$ cat config.mk
export PLATFORM = sky130hd
export DESIGN_NAME = imm_ext_pipe
export DESIGN_NICKNAME = d
export VERILOG_FILES = /design/src/rtl/imm_ext_pipe.sv
export SDC_FILE = /design/constraint.sdc
export NUM_CORES = 1
export LEC_CHECK = 0
export CAP_MARGIN = 30
export CELL_PAD_IN_SITES_DETAIL_PLACEMENT = 0
export CELL_PAD_IN_SITES_GLOBAL_PLACEMENT = 1
export CORE_MARGIN = 4
export CORE_UTILIZATION = 29
export DETAILED_ROUTE_END_ITERATION = 8
export GPL_TIMING_DRIVEN = 0
export PLACE_DENSITY_LB_ADDON = 0.1
export SYNTH_ARGS = -nofsm -noshare
export SYNTH_HDL_FRONTEND = slang
export SYNTH_SLANG_ARGS = --single-unit
$ cat constraint.sdc
create_clock -name clk -period 1.74 [get_ports clk]
set_input_delay 0.348 -clock clk [delete_from_list [all_inputs] [get_ports clk]]
set_output_delay 0.348 -clock clk [all_outputs]
set_load 0.005 [all_outputs]
$ cat src/rtl/imm_ext_pipe.sv
// -----------------------------------------------------------------------------
// imm_ext_pipe
//   Pipelined immediate generator for the ID/EX boundary. The immediate-bearing
//   fields of an instruction are decoded into a DATA_W-wide operand in one of
//   six modes (zero, sign, lui, shamt, branch offset, jump target). Each entry
//   {operand, tag, err} is registered behind a valid/ready handshake.
//
//   Optional feature macro: IMM_EXT_PIPE_SKID_EN
//     defined   : two-entry skid buffer (output reg + skid reg); in_ready is a
//                 register output, with no combinational path from out_ready.
//     undefined : single output register; in_ready = !out_valid || out_ready.
//
// Parameters
//   DATA_W : operand width (32 or 64)
//   TAG_W  : side-band tag width
//
// Ports
//   clk        in   clock, rising edge
//   reset      in   asynchronous active-high reset
//   in_valid   in   input instruction valid
//   in_ready   out  stage accepts input this cycle
//   Instr      in   [31:0]       instruction word
//   PCPlus4    in   [DATA_W-1:0] PC+4 of the instruction
//   ImmMode    in   [2:0]        extension mode (6,7 illegal)
//   in_tag     in   [TAG_W-1:0]  side-band tag
//   flush      in   discard all stored entries and any concurrent input
//   out_valid  out  output entry valid
//   out_ready  in   consumer takes the output this cycle
//   ImmExtOut  out  [DATA_W-1:0] generated operand
//   out_tag    out  [TAG_W-1:0]  tag of ImmExtOut
//   out_err    out  entry came from an illegal ImmMode
// -----------------------------------------------------------------------------
module imm_ext_pipe #(
    parameter int DATA_W = 32,
    parameter int TAG_W  = 5
) (
    input  logic              clk,
    input  logic              reset,
    input  logic              in_valid,
    output logic              in_ready,
    input  logic [31:0]       Instr,
    input  logic [DATA_W-1:0] PCPlus4,
    input  logic [2:0]        ImmMode,
    input  logic [TAG_W-1:0]  in_tag,
    input  logic              flush,
    output logic              out_valid,
    input  logic              out_ready,
    output logic [DATA_W-1:0] ImmExtOut,
    output logic [TAG_W-1:0]  out_tag,
    output logic              out_err
);

    localparam int ENT_W = DATA_W + TAG_W + 1;

    // ------------------------------------------------------------------
    // Input-side operand generation
    // ------------------------------------------------------------------
    logic [15:0]       imm;
    logic [63:0]       zext64;
    logic [63:0]       sext64;
    logic [63:0]       lui64;
    logic [63:0]       shamt64;
    logic [63:0]       br64;
    logic [DATA_W-1:0] op_d;
    logic              err_d;
    logic [ENT_W-1:0]  in_entry;

    assign imm     = Instr[15:0];
    assign zext64  = {48'h0, imm};
    assign sext64  = {{48{imm[15]}}, imm};
    // lui result is sign-extended from bit 31; truncation handles DATA_W=32
    assign lui64   = {{32{imm[15]}}, imm, 16'h0000};
    assign shamt64 = {59'h0, Instr[10:6]};
    assign br64    = sext64 << 2;

    always_comb begin
        op_d  = '0;
        err_d = 1'b0;
        case (ImmMode)
            3'd0:    op_d = zext64[DATA_W-1:0];
            3'd1:    op_d = sext64[DATA_W-1:0];
            3'd2:    op_d = lui64[DATA_W-1:0];
            3'd3:    op_d = shamt64[DATA_W-1:0];
            3'd4:    op_d = br64[DATA_W-1:0];
            3'd5:    op_d = {PCPlus4[DATA_W-1:28], Instr[25:0], 2'b00};
            default: err_d = 1'b1;
        endcase
    end

    assign in_entry = {op_d, in_tag, err_d};

    // Fields never consumed by any mode
    logic unused_bits;
    assign unused_bits = ^{Instr[31:26], PCPlus4[27:0]};

    // ------------------------------------------------------------------
    // Storage and handshake
    // ------------------------------------------------------------------
    logic             in_fire;
    logic             out_fire;
    logic [ENT_W-1:0] out_q, out_d;
    logic             out_valid_q, out_valid_d;

    assign in_fire  = in_valid && in_ready;
    assign out_fire = out_valid_q && out_ready;

    assign out_valid                      = out_valid_q;
    assign {ImmExtOut, out_tag, out_err}  = out_q;

`ifdef IMM_EXT_PIPE_SKID_EN
    logic [ENT_W-1:0] skid_q, skid_d;
    logic             skid_valid_q, skid_valid_d;
    logic             in_ready_q, in_ready_d;

    // The skid register is only ever occupied while the output register is,
    // so "fewer than two stored" is simply "skid empty".
    assign in_ready   = in_ready_q;
    assign in_ready_d = !skid_valid_d;

    always_comb begin
        out_d        = out_q;
        out_valid_d  = out_valid_q;
        skid_d       = skid_q;
        skid_valid_d = skid_valid_q;
        if (flush) begin
            out_valid_d  = 1'b0;
            skid_valid_d = 1'b0;
        end else if (skid_valid_q) begin
            // Full: in_ready is low, only draining can happen
            if (out_fire) begin
                out_d        = skid_q;
                skid_valid_d = 1'b0;
            end
        end else if (out_valid_q) begin
            if (in_fire && out_fire) begin
                out_d = in_entry;
            end else if (out_fire) begin
                out_valid_d = 1'b0;
            end else if (in_fire) begin
                // Stall arrived with an accept in flight: park it
                skid_d       = in_entry;
                skid_valid_d = 1'b1;
            end
        end else if (in_fire) begin
            out_d       = in_entry;
            out_valid_d = 1'b1;
        end
    end

    always_ff @(posedge clk or posedge reset) begin
        if (reset) begin
            out_q        <= '0;
            out_valid_q  <= 1'b0;
            skid_q       <= '0;
            skid_valid_q <= 1'b0;
            in_ready_q   <= 1'b1;
        end else begin
            out_q        <= out_d;
            out_valid_q  <= out_valid_d;
            skid_q       <= skid_d;
            skid_valid_q <= skid_valid_d;
            in_ready_q   <= in_ready_d;
        end
    end
`else
    assign in_ready = !out_valid_q || out_ready;

    always_comb begin
        out_d       = out_q;
        out_valid_d = out_valid_q;
        if (flush) begin
            out_valid_d = 1'b0;
        end else if (in_fire) begin
            out_d       = in_entry;
            out_valid_d = 1'b1;
        end else if (out_fire) begin
            out_valid_d = 1'b0;
        end
    end

    always_ff @(posedge clk or posedge reset) begin
        if (reset) begin
            out_q       <= '0;
            out_valid_q <= 1'b0;
        end else begin
            out_q       <= out_d;
            out_valid_q <= out_valid_d;
        end
    end
`endif

endmodule

======== Word level (Yosys, flattened, before mapping) ========
Index checks and enable logic that the tools add are counted.
operators by class
  add/subtract/negate cells ............... 0
  multiply operators ...................... 0
  divide/modulo/power cells ............... 0
  $lt $le $gt $ge ......................... 0
  eq/ne operators ......................... 5
  shift-type cells ........................ 0
  multiplexer cells ....................... 5
  bitwise operators ....................... 1
  reductions and logical operators ........ 8
operators by type and width
  kind                                                             number
  32-bit one-hot mux with 6 select lines                           1
  3-bit by 2-bit == test with 1-bit output, second input constant  2
  3-bit == test, second input constant                             2
  6-bit OR reduction                                               1
  1-bit 2-to-1 mux                                                 4
  3-bit by 1-bit == test with 1-bit output, second input constant  1
  3-bit zero test                                                  1
  3-bit nonzero test                                               1
  1-bit logical AND                                                2
  2-bit AND reduction                                              1
  1-bit zero test                                                  1
  1-bit logical OR                                                 1
  1-bit NOT                                                        1
storage, ports and cells
  bits in registers ....................... 39
  bits in latches ......................... 0
  RAM bits ................................ 0
  ROM bits ................................ 0
  input port bits ......................... 77
  memories kept ........................... 0

======== Longest topological paths before layout ========
  depth in word-level cells ............... 5
  mapped depth ............................ 6
  gate-level depth less buffers ........... 4

======== Worst setup path after synthesis ========
Ideal clock, no wire load.
  path type ............................... register to register
  start ................................... register out_valid_q, in the netlist out_valid
  end ..................................... register out_q[1]
  library setup time ...................... 0.125 ns
  arrival time ............................ 1.287 ns
  required time ........................... 1.615 ns
  slack ................................... 0.329 ns
  stages on the path, launching flop included .. 5
  path buffers ............................ 1
  path through ............................ dfrtp_1 nor2b_4 buf_6 nor2_1 mux2_2
on the way
  longest elaborated chain between the ends .. 4
RTL lines
  item                                  line  text
  start, declared                       102   logic out_valid_q, out_valid_d;
  start signal, assigned                187   out_valid_q <= out_valid_d;
  1-bit zero test                       166   assign in_ready = !out_valid_q || out_ready;
  1-bit logical OR                      166
  1-bit logical AND                     104   assign in_fire = in_valid && in_ready;
  2-bit AND reduction (no source line)  -
  end signal, assigned                  186   out_q <= out_d;
  end, declared                         101   logic [ENT_W-1:0] out_q, out_d;
Every way passes these cells.
A chain may end at the register's enable or synchronous reset.

======== Worst setup path after layout ========
  start ................................... input port out_ready
  end ..................................... register out_q[36]
on the way
  longest elaborated chain between the ends .. 3
RTL lines
  item                                  line  text
  start, declared                       47    input logic out_ready,
  1-bit logical OR                      166
  1-bit logical AND                     104
  2-bit AND reduction (no source line)  -
Every way passes these cells.

==> parameters.txt <==
Parameter                              Value

Worst hold path
  End point of the worst hold path    out_q[23]$_DFFE_PP0P_
  Origin of the worst min-delay path    out_q[23]$_DFFE_PP0P_
  Hold Path Depth    1
  Hold/Removal Path Class    flip-flop to flip-flop

STA
  Max-slew violations    0
  Final hold violation count    0
  Measured slew at the worst slew-check pin    0.8417 ns
  Final hold slack    0.4975 ns
  Slew margin rel.    43.80%
  Setup repair after global routing missed its margin    no
  Final clock skew    0.003625 ns
  Total Negative Setup Slacks    0 ns
  Share of the clock period used by the worst path after layout    94.29%
  Setup violators final    0
  Peak clock frequency supported by timing    0.6095 GHz
  Final min period    1.641 ns

Logic synthesis
  Number of distinct library cell variants in the gate-level netlist after synthesis    33
  Multiplexer share of the synthesized area    14.93%
  Most area-consuming cells after synthesis    sky130_fd_sc_hd__dfrtp_1 42%, sky130_fd_sc_hd__mux2_2 9.3%, sky130_fd_sc_hd__o221ai_2 6.5%
  Cell with the most instances after synthesis    sky130_fd_sc_hd__dfrtp_1
  Ranking of synthesized cells by instance count    39 x sky130_fd_sc_hd__dfrtp_1, 27 x sky130_fd_sc_hd__o21ai_0, 19 x sky130_fd_sc_hd__mux2_2
  Xor/xnor share of the synthesized area    0%
  Adder-cell share of the synthesized area    0%
  Gate count of the mapped netlist    215
  Post-synth top area cell    sky130_fd_sc_hd__dfrtp_1
  Post-synth EDFFs    0
  Warnings, synthesis    0
  Fraction of synthesized cell area taken by the top area cell type    42.35%
  Dominant combinational cell family by area after synthesis    compound AO/OA/AOI/OAI gates
  Main flop type after synthesis    sky130_fd_sc_hd__dfrtp_1
  Mean instance size in the synthesized netlist    10.72 um^2
  Seq/Total Area, Yosys    42.35%
  Post-synthesis instance area    0.002305 mm^2
  Count of state elements after synthesis    39
  Simple-gate share of the synthesized area    8.903%
  Fraction of registers with async set/reset    100.0%
  Share of the synthesized area in compound gates (AO/OA/AOI/OAI)    26.17%
  Post-Syn Nets    292

Global routing
  Global-route wire length before repair    11.99 mm
  Grt total ovfl    0
  Via count of the first global-routing pass    2190
  Largest net degree at the start of global routing    40
  Met1 GRT Util    21.62%
  Met3 usage in global routing    3.661%
  Busiest layer in global routing    met2
  Initial antenna violation count    0
  Global Route Usage Sum    15.95%
  Met2 demand-to-capacity share in global routing    25.64%

Run status
  Status    finished clean

Detailed routing
  Per-cell routed wire length    18.35 um
  Antenna viol nets, final    0
  Via/cell ratio    5.027
  Starting DRT DRC Count    69
  Final wirelength    7.451 mm
  First-pass DRT Iterations    6
  Count of vias placed by the detailed router    2041
  Residual DRC count    0

Finish
  Fraction of layout cells with a size suffix above 1    21.05%
  Post-layout net count    380
  Signed area change from the synthesized netlist to the final layout    45.39%
  Total of fill cells in the finished design    762
  Number of antenna diodes    0

Die
  Core region area    0.007727 mm^2
  Initial core utilization    29.83%
  Horizontal die dimension    97.15 um
  DIE AREA    0.009437 mm^2
  Number of standard-cell rows in the floorplan    32
  Chip Height    97.15 um
  Number of I/O pins    117

Clocking
  Clock Latency Late Sink    0.29 ns
  Number of buffers created by CTS    5
  Total number of H-tree levels    2
  Number of buffers on the longest clock path    2
  Clock root cell    sky130_fd_sc_hd__clkbuf_8
  CTS clock-pin slew for the worst setup and hold paths    0.08 ns
  Number of clock sinks    39
  CTS tree    yes

Setup path
  Required @ worst endpoint    1.95 ns
  Register-to-Register Setup Slack    0.19 ns
  Worst setup EP type    flip-flop
  Worst reg-to-reg path cell count    6
  Capturing point of the worst reg2reg path    out_q[36]$_DFFE_PP0P_
  CP Launch Type    input pin
  Largest fanout on the critical path    10
  CP Class    input pin to flip-flop
  Data arrival time of the worst path    1.85 ns
  Worst reg2reg startpoint    out_valid$_DFFE_PP0P_

Placement
  HPWL after DPL    5.491 mm
  Routability-driven placement congestion ratio    0.7451
  Quantity of I/O buffers inserted on ports    80

Pwr
  Power Total    2.557 mW
  VDD IR-drop max    377.6 uV
  Static power due to leakage    1.342 nW
  PwrDens    763.2 mW/mm^2

Flow run
  Number of maximum-capacitance constraint violations    0
[per-layer routing]
metal	vias to the layer above	routed length [um]
met3	8	322
met5	-	0
met1	1002	3540
met4	0	88
li1	977	-
met2	54	3500
[flip-flops by register name, indices dropped and copies added, names as in the netlist]
| name | count |
|---|---|
| out_q | 38 |
| out_valid | 1 |
[per-stage QoR]
stage / cell area [um^2] / setup WS, ns / util (%) / std cells
after floorplan: 2305 / 0.3285 / - / 215
after global placement: 3233 / -0.4714 / 41.84 / 397
after detailed placement: 3233 / -0.3395 / 41.84 / 397
after CTS: 3346 / 0.05316 / 43.30 / 406
after global routing: 3351 / 0.02762 / 43.36 / 406
final: 3351 / 0.09932 / 43.36 / 406
[report_power, final]
group	total (mW)	internal, mW	switching (mW)
clock	0.700	0.361	0.339
sequential	1.09	1.03	0.0613
combinational	0.771	0.461	0.310
total	2.56	1.85	0.710
[placed cells by master (no fill, tap or decap), drive strengths merged]
cell type / netlist / final
nand2b: 3 / 3
a211oi: 1 / 1
nor2b: 3 / 3
or3: 1 / 1
mux2: 19 / 19
o21ai: 27 / 27
clkdlybuf4s50: 0 / 79
inv: 4 / 4
nor4bb: 1 / 1
o221ai: 13 / 13
dlygate4sd2: 0 / 1
a211o: 1 / 1
a22o: 2 / 2
o31ai: 12 / 12
clkinvlp: 0 / 1
buf: 21 / 22
o2bb2ai: 5 / 5
clkbuf: 3 / 10
o21a: 1 / 1
nor3: 1 / 1
mux2i: 13 / 13
o22ai: 1 / 1
nand2: 15 / 15
a21oi: 15 / 15
nor2: 4 / 4
dfrtp: 39 / 39
nand3: 2 / 2
nor3b: 1 / 1
and3b: 3 / 3
a2bb2oi: 4 / 4
[timing repair]
| item | 4_1_cts | 5_1_grt |
|---|---|---|
| setup buffers | 1 | 0 |
| hold buffers | 0 | 0 |
| hold endpoints to repair | 0 | 0 |
| setup endpoints to repair | 6 | 9 |
| resized for setup | 2 | 4 |
[how the worst max path moves through the flow]
stage / cells after the start / from / endpoint / slack (ns)
after floorplan: 4 / out_valid$_DFFE_PP0P_ / out_q[1]$_DFFE_PP0P_ / 0.33
after global placement: 2 / reset / out_q[35]$_DFFE_PP0P_ / -0.47
after detailed placement: 5 / in_valid / out_q[5]$_DFFE_PP0P_ / -0.34
after CTS: 5 / ImmMode[2] / out_q[26]$_DFFE_PP0P_ / 0.05
after global routing: 5 / ImmMode[2] / out_q[26]$_DFFE_PP0P_ / 0.03
final: 7 / out_ready / out_q[36]$_DFFE_PP0P_ / 0.1
[worst max-delay path: stages]
cell and delay, ns:
sky130_fd_sc_hd__clkdlybuf4s50_1 0.50, sky130_fd_sc_hd__nor2b_4 0.06, sky130_fd_sc_hd__buf_4 0.13, sky130_fd_sc_hd__a211o_1 0.27
sky130_fd_sc_hd__buf_6 0.16, sky130_fd_sc_hd__buf_4 0.19, sky130_fd_sc_hd__o221ai_2 0.19
[area by class of cell]
cell class	instances	area (um^2)	area share, %
multi-input cells	148	1155	34.47
flip-flops and latches	39	975.9	29.13
repair buffers	81	807.0	24.09
plain buffers	24	166.4	4.966
well taps	102	127.6	3.809
clock buffers	7	96.34	2.875
inverters	4	15.01	0.4481
clock inverters	1	7.507	0.2240
[kinds of logic after synthesis]
kind of cell / after synthesis
mux: 32
flops: 39
compound gates: 82
buf+inv: 28
simple gates: 34
Power figures use the tool's default switching activity.
